[config.mk]
export PLATFORM = sky130hd
export DESIGN_NAME = vga_fb_scanout_80x60
export DESIGN_NICKNAME = d
export VERILOG_FILES = /design/src/rtl/vga_pkg.sv /design/src/rtl/vga_timing_gen.sv /design/src/rtl/vga_fb_scanout_80x60.sv
export SDC_FILE = /design/constraint.sdc
export NUM_CORES = 1
export LEC_CHECK = 0
export CAP_MARGIN = 30
export CORE_UTILIZATION = 48
export CTS_BUF_LIST = sky130_fd_sc_hd__clkbuf_4
export DETAILED_ROUTE_END_ITERATION = 12
export GPL_TIMING_DRIVEN = 0
export PLACE_DENSITY = 0.8
export SLEW_MARGIN = 0
export SYNTH_ARGS = -nofsm -noshare
export SYNTH_HDL_FRONTEND = slang
export SYNTH_HIERARCHICAL = 1
export SYNTH_SLANG_ARGS = --single-unit
[constraint.sdc]
create_clock -name CLK_50MHz -period 1.7 [get_ports CLK_50MHz]
set_clock_uncertainty 0.2 [all_clocks]
set_input_delay 0.17 -clock CLK_50MHz [delete_from_list [all_inputs] [get_ports CLK_50MHz]]
set_output_delay 0.17 -clock CLK_50MHz [all_outputs]
set_load 0.02 [all_outputs]
[src/rtl/vga_pkg.sv]
// Shared VGA 640x480@60 timing constants and framebuffer types for the scanout path.
// Pure definitions, no logic; the timing constants are the default module parameters.
package vga_pkg;

  localparam int H_ACTIVE_DEF = 640;
  localparam int H_FP_DEF     = 16;
  localparam int H_SYNC_DEF   = 96;
  localparam int H_BP_DEF     = 48;
  localparam int V_ACTIVE_DEF = 480;
  localparam int V_FP_DEF     = 10;
  localparam int V_SYNC_DEF   = 2;
  localparam int V_BP_DEF     = 33;

  localparam int H_TOTAL      = H_ACTIVE_DEF + H_FP_DEF + H_SYNC_DEF + H_BP_DEF;
  localparam int V_TOTAL      = V_ACTIVE_DEF + V_FP_DEF + V_SYNC_DEF + V_BP_DEF;
  // *_SYNC_END is the first count after the sync pulse (exclusive bound)
  localparam int H_SYNC_START = H_ACTIVE_DEF + H_FP_DEF;
  localparam int H_SYNC_END   = H_SYNC_START + H_SYNC_DEF;
  localparam int V_SYNC_START = V_ACTIVE_DEF + V_FP_DEF;
  localparam int V_SYNC_END   = V_SYNC_START + V_SYNC_DEF;

  localparam int FB_COLS  = 80;
  localparam int FB_ROWS  = 60;
  localparam int FB_DEPTH = (FB_ROWS - 1) * 128 + FB_COLS;

  typedef logic [12:0] fb_addr_t;
  typedef logic [7:0]  rgb332_t;

endpackage

[src/rtl/vga_timing_gen.sv]
// Pixel-enable divider plus h/v raster counters; raw active-low syncs are combinational
// from the counter registers, so they lead the registered outputs by one pixel.
module vga_timing_gen
  import vga_pkg::*;
#(
  parameter int H_ACTIVE = H_ACTIVE_DEF,
  parameter int H_FP     = H_FP_DEF,
  parameter int H_SYNC   = H_SYNC_DEF,
  parameter int H_BP     = H_BP_DEF,
  parameter int V_ACTIVE = V_ACTIVE_DEF,
  parameter int V_FP     = V_FP_DEF,
  parameter int V_SYNC   = V_SYNC_DEF,
  parameter int V_BP     = V_BP_DEF
) (
  input  logic       clk,
  input  logic       rst_n,
  output logic       pix_en,
  output logic [9:0] h_cnt,
  output logic [9:0] v_cnt,
  output logic       active,
  output logic       hs,
  output logic       vs
);

  localparam int HTOT  = H_ACTIVE + H_FP + H_SYNC + H_BP;
  localparam int VTOT  = V_ACTIVE + V_FP + V_SYNC + V_BP;
  localparam int HS_LO = H_ACTIVE + H_FP;
  localparam int HS_HI = HS_LO + H_SYNC;
  localparam int VS_LO = V_ACTIVE + V_FP;
  localparam int VS_HI = VS_LO + V_SYNC;

  always_ff @(posedge clk or negedge rst_n) begin
    if (!rst_n) begin
      pix_en <= 1'b0;
      h_cnt  <= '0;
      v_cnt  <= '0;
    end else begin
      pix_en <= ~pix_en;
      if (pix_en) begin
        if (h_cnt == 10'(HTOT - 1)) begin
          h_cnt <= '0;
          v_cnt <= (v_cnt == 10'(VTOT - 1)) ? '0 : v_cnt + 10'd1;
        end else begin
          h_cnt <= h_cnt + 10'd1;
        end
      end
    end
  end

  assign active = (h_cnt < 10'(H_ACTIVE)) && (v_cnt < 10'(V_ACTIVE));
  assign hs     = !((h_cnt >= 10'(HS_LO)) && (h_cnt < 10'(HS_HI)));
  assign vs     = !((v_cnt >= 10'(VS_LO)) && (v_cnt < 10'(VS_HI)));

endmodule

[src/rtl/vga_fb_scanout_80x60.sv]
// Scans the 80x60 framebuffer out as 640x480@60 VGA, each cell drawn as an 8x8 block.
// Address is combinational from the counters; colour/syncs are registered one pixel later.
module vga_fb_scanout_80x60
  import vga_pkg::*;
#(
  parameter int H_ACTIVE    = H_ACTIVE_DEF,
  parameter int H_FP        = H_FP_DEF,
  parameter int H_SYNC      = H_SYNC_DEF,
  parameter int H_BP        = H_BP_DEF,
  parameter int V_ACTIVE    = V_ACTIVE_DEF,
  parameter int V_FP        = V_FP_DEF,
  parameter int V_SYNC      = V_SYNC_DEF,
  parameter int V_BP        = V_BP_DEF,
  parameter int SCALE_SHIFT = 3
) (
  input  logic        CLK_50MHz,
  input  logic        RST_N,
  input  logic [7:0]  RD2,
  output logic [12:0] RA2,
  output logic [7:0]  VGA_RGB,
  output logic        VGA_HS,
  output logic        VGA_VS,
  output logic        FRAME_START
);

  logic       pix_en;
  logic [9:0] h_cnt;
  logic [9:0] v_cnt;
  logic       active;
  logic       hs_raw;
  logic       vs_raw;
  fb_addr_t   cell_addr;
  rgb332_t    pixel;

  vga_timing_gen #(
    .H_ACTIVE (H_ACTIVE),
    .H_FP     (H_FP),
    .H_SYNC   (H_SYNC),
    .H_BP     (H_BP),
    .V_ACTIVE (V_ACTIVE),
    .V_FP     (V_FP),
    .V_SYNC   (V_SYNC),
    .V_BP     (V_BP)
  ) u_timing (
    .clk    (CLK_50MHz),
    .rst_n  (RST_N),
    .pix_en (pix_en),
    .h_cnt  (h_cnt),
    .v_cnt  (v_cnt),
    .active (active),
    .hs     (hs_raw),
    .vs     (vs_raw)
  );

  // Address forced to 0 in blanking so the RAM never sees a row/col past the grid
  assign cell_addr = {6'(v_cnt >> SCALE_SHIFT), 7'(h_cnt >> SCALE_SHIFT)};
  assign RA2       = active ? cell_addr : '0;
  assign pixel     = active ? RD2 : '0;

  always_ff @(posedge CLK_50MHz or negedge RST_N) begin
    if (!RST_N) begin
      VGA_RGB     <= '0;
      VGA_HS      <= 1'b1;
      VGA_VS      <= 1'b1;
      FRAME_START <= 1'b0;
    end else begin
      FRAME_START <= pix_en && (h_cnt == '0) && (v_cnt == '0);
      if (pix_en) begin
        VGA_RGB <= pixel;
        VGA_HS  <= hs_raw;
        VGA_VS  <= vs_raw;
      end
    end
  end

endmodule

## After elaboration in Yosys (flattened, before gate mapping)

Index checks and enable logic that the tools add are counted.

| storage, ports and cells | value |
|---|---|
| ROM bits | 0 |
| bits in registers | 32 |
| bits in writable memories | 0 |
| output and inout port bits | 24 |
| latch bits | 0 |
| logic and storage cells | 32 |
| memories kept | 0 |
| bits of input ports | 10 |

| operators by class | value |
|---|---|
| divide/modulo/power cells | 0 |
| reduce and logical (&&, ||, !) cells | 10 |
| shift-type cells | 0 |
| multiplexer cells | 4 |
| equality and inequality tests | 2 |
| magnitude comparators | 6 |
| add/subtract/negate cells | 2 |
| $mul | 0 |
| bitwise operators | 1 |

Operators by type and width:

| cell | count |
|---|---|
| adder 10 x 1 -> 10 bit (second input constant) | 2 |
| == test 10 bit (second input constant) | 2 |
| zero test 10 bit | 2 |
| < comparator 10 bit (second input constant) | 2 |
| < comparator 10 x 9 -> 1 bit (second input constant) | 2 |
| two-way mux 10 bit | 2 |
| two-way mux 13 bit | 1 |
| greater-or-equal comparator 10 bit (second input constant) | 1 |
| greater-or-equal comparator 10 x 9 -> 1 bit (second input constant) | 1 |
| two-way mux 8 bit | 1 |
| logical AND 1 bit | 5 |
| zero test 1 bit | 2 |
| AND reduction 2 bit | 1 |
| NOT 1 bit | 1 |

## Depth between registers and ports, before layout

Gate-level depths: netlist of run 1.

| logic depth | value |
|---|---|
| depth in word-level cells | 3 |
| depth in mapped cells | 6 |
| gate-level depth less buffers | 6 |

## By module

Netlist of run 1, hierarchy kept.

Modules (own cells, without submodules):

| module | seq. area each (sq um) | cells an instance | instances | area each (sq um) |
|---|---|---|---|---|
| vga_timing_gen | 525.5 | 112 | 1 | 1113.6 |
| vga_fb_scanout_80x60 | 277.8 | 63 | 1 | 585.6 |

## Worst setup path after synthesis of run 1

Ideal clock, no wire load.

| timing path | value |
|---|---|
| path kind | register to output |
| start | reg u_timing.v_cnt[5] |
| end | out RA2[0] |
| cell stages (with the launch flop) | 6 |
| path slack | -149 ps |
| data required time | 1330 ps |
| arrival time | 1479 ps |
| buffers on the path | 1 |
| path through | dfrtp_1 -> and3_1 -> and2_1 -> nor3_1 -> clkbuf_1 -> and2_1 |

| between the ends | value |
|---|---|
| word-level cells in the longest chain between the ends | 3 |

Ends and longest elaborated chain:

| what | line | text |
|---|---|---|
| from (decl) | vga_timing_gen.sv:19 | `output logic [9:0] v_cnt,` |
| from (signal assigned) | vga_timing_gen.sv:42 | `v_cnt <= (v_cnt == 10'(VTOT - 1)) ? '0 : v_cnt + 10'd1;` |
| < comparator 10 x 9 -> 1 bit | vga_timing_gen.sv:50 | `assign active = (h_cnt < 10'(H_ACTIVE)) && (v_cnt < 10'(V_ACTIVE));` |
| logical AND 1 bit | vga_timing_gen.sv:50 |  |
| net active | vga_fb_scanout_80x60.sv:29 | `logic active;` |
| two-way mux 13 bit | vga_fb_scanout_80x60.sv:57 | `assign RA2 = active ? cell_addr : '0;` |
| to (decl) | vga_fb_scanout_80x60.sv:19 | `output logic [12:0] RA2,` |

The timed path passes the listed nets, and every way through them passes these cells.

## Worst setup path in the final report of run 1

| timing path | value |
|---|---|
| start | reg u_timing.h_cnt[8] |
| end | out RA2[5] |

| between the ends | value |
|---|---|
| word-level cells in the longest chain between the ends | 3 |

Ends and longest elaborated chain:

| what | line | text |
|---|---|---|
| from (decl) | vga_timing_gen.sv:18 | `output logic [9:0] h_cnt,` |
| from (signal assigned) | vga_timing_gen.sv:44 | `h_cnt <= h_cnt + 10'd1;` |
| < comparator 10 bit | vga_timing_gen.sv:50 |  |
| logical AND 1 bit | vga_timing_gen.sv:50 |  |
| net active | vga_fb_scanout_80x60.sv:29 |  |
| two-way mux 13 bit | vga_fb_scanout_80x60.sv:57 |  |

The timed path passes the listed nets, and every way through them passes these cells.

==> results of run 1 <==
-- timing repair --
| item | 4_1_cts | 5_1_grt |
|---|---|---|
| pin swaps | 12 | 15 |
| cloned | 1 | 0 |
| setup buffers | 19 | 8 |
| gates resized for setup | 104 | 53 |
| setup endpoints to repair | 39 | 44 |
-- power by group through the flow --
stage | Sequential (W) | Clock, W | Combinational [W]
after floorplan | 0.000803 | 0 | 0.0000105
after global placement | 0.000790 | 0 | 0.0000785
after detailed placement | 0.000790 | 0 | 0.0000889
after CTS | 0.000775 | 0.000578 | 0.0000884
after global routing | 0.000777 | 0.000614 | 0.000108
final | 0.000776 | 0.000576 | 0.0000992
-- synthesized netlist by cell type, types with 4 or more instances --
cell	n
sky130_fd_sc_hd__dfrtp_1	30
sky130_fd_sc_hd__nand3_1	18
sky130_fd_sc_hd__and2_1	16
sky130_fd_sc_hd__inv_1	13
sky130_fd_sc_hd__nand2_1	13
sky130_fd_sc_hd__o21ai_0	11
sky130_fd_sc_hd__nor2_1	10
sky130_fd_sc_hd__xnor2_1	9
sky130_fd_sc_hd__and3_1	5
sky130_fd_sc_hd__nor3_1	5
sky130_fd_sc_hd__ha_1	4
sky130_fd_sc_hd__nand4_1	4
sky130_fd_sc_hd__nor4_1	4
sky130_fd_sc_hd__xor2_1	4
-- flip-flops by register name, indices dropped and copies added (netlist names) --
register,flops
u_timing/pix_en,1
u_timing/v_cnt,10
VGA_HS,1
VGA_RGB,8
FRAME_START,1
VGA_VS,1
u_timing/h_cnt,10
-- final timing paths --
path	startpoint	endpoint	slack (ns)	cells after the start
max	u_timing/h_cnt[8]	RA2[5]	-0.51	5
min	RST_N	u_timing/v_cnt[5]	0.07	1
max reg2reg	u_timing/h_cnt[7]	u_timing/v_cnt[9]	-0.28	5
min reg2reg	VGA_RGB[3]	VGA_RGB[3]	0.32	2
max in group asynchronous	RST_N	VGA_HS	0.59	2
min in group CLK_50MHz	RD2[7]	VGA_RGB[7]	0.21	3
-- final cells by class --
cell class	instances	area [um2]	area share (%)
Clock inverter	3	37.5	1.36
Sequential cell	32	815	29.5
Inverter	13	48.8	1.77
Multi-Input combinational cell	126	1090	39.4
Tap cell	46	57.6	2.09
Buffer	4	41.3	1.50
Timing Repair Buffer	62	634	23.0
Clock buffer	5	37.5	1.36
-- cell families (layout without fill, tap and decap cells) --
logic type / after synthesis / count (layout) / synth area share (%)
simple gates: 89 / 89 / 31.1
flops: 32 / 32 / 47.3
compound gates: 17 / 17 / 5.67
buf+inv: 17 / 87 / 4.34
xor+xnor: 13 / 13 / 6.70
fa+ha+maj: 4 / 4 / 2.95
mux: 3 / 3 / 1.91
-- stage by stage --
step / cell area (um2) / power (W) / instances / TNS, ns
after floorplan: 1800 / 0.000813 / 175 / -0.224
after global placement: 2190 / 0.000868 / 254 / -17.94
after detailed placement: 2220 / 0.000879 / 255 / -10.35
after CTS: 2520 / 0.00144 / 283 / -7.62
after global routing: 2760 / 0.00150 / 291 / -11.23
final: 2760 / 0.00145 / 291 / -9.13
-- metal layers --
metal  up-vias  GRT usage, %  part of all wire [%]
met5         -             0                     0
met4         0          12.7                   3.7
met3        26          8.82                   8.0
met2       115          45.9                    47
met1       881          32.5                    41
li1        745             -                     -
==> results.txt, run 1 <==
- Setup repair after global routing missed its margin: true
- Entering global routing, the biggest net connects 19 pins.
- For this run, the number of Yosys warnings is 6.
* H-tree Lvls: 2
- Crit path arrival time: 1.84 ns
* Starting Density: 50.5%
- The biggest area contributor in the post-synthesis netlist is sky130_fd_sc_hd__dfrtp_1.
- Counting the buffers created by CTS gives 5.
- The first global-routing pass estimated 7330 um of wire.
- Most area-consuming cells after synthesis: sky130_fd_sc_hd__dfrtp_1 44%, sky130_fd_sc_hd__and2_1 5.9%, sky130_fd_sc_hd__nand3_1 5.3%, sky130_fd_sc_hd__xnor2_1 4.6%, sky130_fd_sc_hd__o21ai_0 3.2%
* Endpoints failing hold: 0
- Number of library cell types mapped by synthesis: 36
- The worst path in the final design needs a cycle of 2.21 ns, including I/O delays and setup.
* Delay of the slowest cell on the worst path: 0.51 ns
* Number of clock sinks: 32
- Together, buffers and inverters on the worst path number 2.
- Area of the die: 3780 um2
- Measured against its own limit, the worst slew margin works out to 47.6%.
- Result of the run: finished, violations left
- Crit path cell chain: o21a_1, nor3_4, clkbuf_8, and2_4, buf_6
* Number of global-route vias before repair: 1518
- The internal power of the cells totals 0.00112 W.
- Top library cells by usage in the layout, fill and taps aside: 21 x sky130_fd_sc_hd__dfrtp_1, 21 x sky130_fd_sc_hd__buf_6, 20 x sky130_fd_sc_hd__buf_4
- The number of antenna diodes in the final layout is 0.
- Root Buffer Master: sky130_fd_sc_hd__clkbuf_4
* Number of pins with negative max-slew slack in the final report: 0
* Fmax: 0.452 GHz
* Sequential-to-total area share from yosys stat: 47.3%
- The analysis attributes to cell leakage a power of 1.35 nW.
- The cell area that synthesis handed to floorplanning was 1700 um2.
- Drt first-iter violations: 97
* Number of nets with antenna violations after detailed routing: 0
- Clock network fraction of total power: 39.7%
- After detailed routing, the number of remaining DRC violations is 0.
* Switching share of power: 22.9%
- Switching power summed over all nets: 0.000333 W
* Combinational fraction of design power: 6.8%
- After layout, the worst setup slack is -0.511 ns.
- In this run, flip-flops and latches consume 53.4% of the power.
- In this run the worst hold path is classified as primary input to async pin.
* Synth async-reset ratio: 100%
- Routed vias: 1767
- Clock-pin slew was measured on the worst setup and hold paths at 0.11 ns.
- The worst setup path is captured at an output pin.
- Using the TritonRoute via totals, the vias-per-cell ratio works out to 6.07.
* Final period util: 130%
- In the final design database the tool counted 258 nets.
* Sum of net half-perimeters after detailed placement: 2790 um
- From synthesis to final layout, the design area changed by 62.4%.
- Data on the critical path is required at its endpoint by 1.33 ns.
* Smallest hold slack: 0.0684 ns
- Fraction of layout cells with a size suffix above 1: 50.2%
- Yosys reg bits: 32
* Top cell family by delay on the critical path: flip-flops
- Placeable core region: 3360 um2
- Along the worst path, the maximum fanout reaches 9.
- Final routed wirelength across all metal layers: 5970 um
- 34 I/O pins were placed.
* Site Rows: 21
- Initial antenna violation count: 0
* Critical Path Start Type: register
- Post-Syn Area per Cell: 9.71 um2
- After detailed routing, the average wire length per cell comes to 20.5 um.
- Setup violations remaining at the end of the flow were counted as 38.
- Max-cap violations in this run came to 0.
- In this run the power density over the cells is 526 nW/um2.
- Gpl congestion: 0.821
- At the pin with the least slew margin, the transition time is 0.783 ns.
- Maximum clock insertion buffer count: 2
- Number of buffers added on ports: 33
- Among all flip-flop cells after synthesis, the most frequent one is sky130_fd_sc_hd__dfrtp_1.
* Count of mapped cells out of synthesis: 175
- All-Layer GR Usage: 27.6%
- VDD IR max: 0.000502 V
- Global routing finished with a remaining overflow of 0.
* Die H: 61.5 um
- Horiz. Die Dim: 61.5 um
- After clock tree synthesis, the flow added hold-fix buffers numbering 0.
- TritonCTS clock tree: done
- Counting the fill cells in the layout gives 166.
* Top cell type's share of synthesized area: 44.2%
* Critical path class: register to output pin
- The final reports fail on setup timing.
- Measured on the finished design, the core utilization comes to 82.0%.
- For the worst-skew pair, the clock arrives at the later sink with an insertion delay of 0.35 ns.
* Worst path slowest cell: sky130_fd_sc_hd__dfrtp_2
- Synthesized netlist net count: 189
- Counting flops with a built-in enable in the synthesized netlist gives 0.
- Prior to clock tree synthesis, the placed netlist has a worst setup slack of -0.686 ns.
- Before antenna repair, the detailed router went through 4 iterations.
(Power assumes the default switching activity.)
==> inputs of run 2 (changes only) <==
--- a/config.mk
+++ b/config.mk
@@ -6,12 +6,14 @@
 export NUM_CORES = 1
 export LEC_CHECK = 0
 export CAP_MARGIN = 30
+export CORE_ASPECT_RATIO = 1.5
 export CORE_UTILIZATION = 48
 export CTS_BUF_LIST = sky130_fd_sc_hd__clkbuf_4
 export DETAILED_ROUTE_END_ITERATION = 12
 export GPL_TIMING_DRIVEN = 0
+export MAX_ROUTING_LAYER = met4
 export PLACE_DENSITY = 0.8
-export SLEW_MARGIN = 0
+export SLEW_MARGIN = 30
 export SYNTH_ARGS = -nofsm -noshare
 export SYNTH_HDL_FRONTEND = slang
 export SYNTH_HIERARCHICAL = 1
==> run 2 against run 1 <==
  * The flow still finishes with violations (setup timing)
  * Final cell count is 3.1% lower
  * Utilization is 5.8 points lower
  * Critical path depth is 1 higher
  * Register-to-register slack hardly changed
  * Count of clock-buffer cells in the layout stayed put
  * Highest routed layer unchanged
==> results.txt, run 2 (synthesis gave the netlist of run 1 again) <==
- Endpoints failing hold: 0 (unchanged)
- Portion of total power attributed to sequential cells: 61.8% (+8.4 points)
* Placeable core region: 3380 um2 (+0.59%)
- The area growth from synthesis to layout is 51.8%.
- R2r worst-path depth: 5 (unchanged)
- Clock network fraction of total power: 31.7% (-8.0 points)
- The storage element area is 813 um2 (-0.15%).
- Result of the run: finished, violations left
- The height of the die came to 74.9 um (+22%).
- Crit path arrival time: 1.73 ns (-0.11 ns)
- Horiz. Die Dim: 50.6 um (-18%)
- The number of standard cells in the layout, taps in and fillers out came to 282 (-3.1%).
* Min Clock Period, post-route: 2.10 ns (-0.106 ns)
- Detail-routed net length per standard cell: 16.7 um (-19%)
- The number of buffers inserted by port buffering is 33 (unchanged).
* Max-slew headroom at the worst pin: 53.4% (+5.8 points)
- The total number of placement rows came to 26 (+24%).
- Setup repair after global routing missed its margin: true
- The max-capacitance violation count is 0 (unchanged).
- H-tree Lvls: 2 (unchanged)
* Transition time at the pin with the least slew margin: 0.698 ns (-0.0850 ns)
* Routed vias: 1581 (-11%)
- Switching power summed over all nets: 0.000295 W (-11%)
* Starting Density: 50.2% (-0.30 points)
- The number of nets with antenna violations after detailed routing is 0 (unchanged).
- Global-route wire length before repair: 7000 um (-4.5%)
- Most common cell after layout, fill and taps aside: sky130_fd_sc_hd__dfrtp_1
- The switching fraction of total power came to 23.5% (+0.55 points).
- The footprint of the multi-input gates is 1000 um2 (-8.1%).
- Required time of the critical path: 1.33 ns (about the same)
- Root Buffer Master: sky130_fd_sc_hd__clkbuf_4
- The average via count per standard cell was 5.61 (-7.7%).
- The deepest clock path buffer count was 2 (unchanged).
- The path class of the tightest hold or removal check is primary input to async pin.
* Antenna diode count: 0 (unchanged)
- Largest net degree at the start of global routing: 33 (+14)
* Number of clock sinks: 32 (unchanged)
- Power density over the cells: 486 nW/um2 (-7.6%)
- Internal power summed over all cells: 0.000960 W (-14%)
- The overall routed net length was 4700 um (-21%).
- The overall track demand over capacity in global routing is 26.0% (-1.6 points).
- Fraction of layout cells with a size suffix above 1: 42.9% (-7.3 points)
* Number of global-route vias before repair: 1583 (+4.3%)
- Register-to-register setup slack: -0.28 ns (about the same)
- Gr ovfl total: 0 (unchanged)
- Number of clock buffers inserted by TritonCTS: 5 (unchanged)
* Total cell area at the placement stage: 2180 um2 (-1.7%)
* Number of filler instances in the final layout: 206 (+24%)
* Critical path class: register to output pin
- Count of endpoints failing setup in the final report: 31 (-18%)
* Failing checks: setup timing
- Cell area after layout: 2580 um2 (-6.5%)
- DP Cell Count: 250 (-2.0%)
- The final max-slew violation count came to 0 (unchanged).
- CP endpoint kind: output pin
* Insertion delay to the later sink of the worst-skew pair: 0.33 ns (-0.02 ns)
* Combinational fraction of design power: 6.4% (-0.4 points)
- Sum of net half-perimeters after detailed placement: 2920 um (+4.6%)
* Ports placed on the boundary: 34 (unchanged)
- Worst-path fanout max: 5 (-4)
- Router iterations before antenna repair: 5 (+1)
- Initial antenna violation count: 0 (unchanged)
* Biggest registers after layout: u_timing/h_cnt: 10 flops, u_timing/v_cnt: 10 flops, VGA_RGB: 8 flops
- The detailed router's first-iteration violation count was 37 (-62%).
* Critical Path Start Type: register
* Final period util: 124% (-6.2 points)
- Fin nets: 253 (-1.9%)
* Top library cells by usage in the layout, fill and taps aside: 22 x sky130_fd_sc_hd__dfrtp_1, 21 x sky130_fd_sc_hd__buf_6, 17 x sky130_fd_sc_hd__nand3_1
- Gpl congestion: 0.827 (+0.68%)
- Leakage power summed over all cells: 1.29 nW (-3.9%)
- Number of design rule violations left after detail routing: 0 (unchanged)
- TritonCTS built the clock tree.
- Fmax: 0.475 GHz (+5.0%)
* Area of the die: 3790 um2 (+0.13%)
- The maximum vdd drop came to 0.000439 V (-13%).
* Worst path setup slack after routing: -0.405 ns (+0.106 ns)
- The CTS clock-pin slew for the worst setup and hold paths came to 0.10 ns (about the same).
==> run 2: final cells by class <==
cell class / instances / share of cell area [%]
Inverter: 13 / 1.89
Sequential cell: 32 / 31.5
Multi-Input combinational cell: 126 / 38.7
Timing Repair Buffer: 57 / 22.4
Clock inverter: 3 / 0.533
Clock buffer: 5 / 1.45
Tap cell: 42 / 2.04
Buffer: 4 / 1.45
==> run 2: final timing paths <==
| check | from | endpoint |
|---|---|---|
| max | u_timing/v_cnt[6] | RA2[1] |
| min | RST_N | VGA_RGB[0] |
| max reg2reg | u_timing/h_cnt[7] | u_timing/v_cnt[9] |
| min reg2reg | VGA_RGB[1] | VGA_RGB[1] |
| max in group asynchronous | RST_N | u_timing/h_cnt[7] |
| min in group CLK_50MHz | RD2[1] | VGA_RGB[1] |
==> run 2: metrics by stage <==
stage / setup TNS (ns) / hold WS, ns / power (W) / util, % / worst slack, ns
2_1_floorplan: -0.224 / -0.326 / 0.000813 / - / -0.0657
3_3_place_gp: -17.98 / 0.312 / 0.000869 / 64.6 / -0.629
3_5_place_dp: -10.73 / 0.0504 / 0.000871 / 64.4 / -0.703
4_1_cts: -7.69 / 0.223 / 0.00128 / 71.6 / -0.453
5_1_grt: -9.76 / 0.243 / 0.00132 / 76.3 / -0.501
6_report: -7.13 / 0.216 / 0.00125 / 76.3 / -0.405
==> run 2: metal layers <==
layer  wire (um)  GRT usage (%)  vias up
met5           0              -        -
met4         161           13.6        0
met3         247           5.86       18
met2        2600           49.3       63
met1        1690           23.8      767
li1            -              -      733
==> run 2: timing repair <==
action | CTS | global route
pin swaps | 7 | 13
gates cloned | 1 | 0
hold buffers | 1 | 0
endpoints found under the setup margin | 38 | 46
endpoints found under the hold margin | 30 | 0
resized for setup | 102 | 28
setup buffers | 12 | 10
==> run 2: critical path, stage by stage (launching register included) <==
cell and delay, ns:
sky130_fd_sc_hd__dfrtp_2 0.41, sky130_fd_sc_hd__and3_4 0.18, sky130_fd_sc_hd__and2_4 0.16, sky130_fd_sc_hd__nor3_4 0.19
sky130_fd_sc_hd__clkbuf_8 0.20, sky130_fd_sc_hd__and2_4 0.15, sky130_fd_sc_hd__buf_6 0.11
==> run 2: power groups by stage <==
stage               registers [W]  logic (W)  clock network [W]
finish                   0.000775  0.0000809           0.000398
global route             0.000777  0.0000885           0.000451
CTS                      0.000775  0.0000825           0.000421
detailed placement       0.000790  0.0000803                  0
global placement         0.000790  0.0000795                  0
floorplan                0.000803  0.0000105                  0
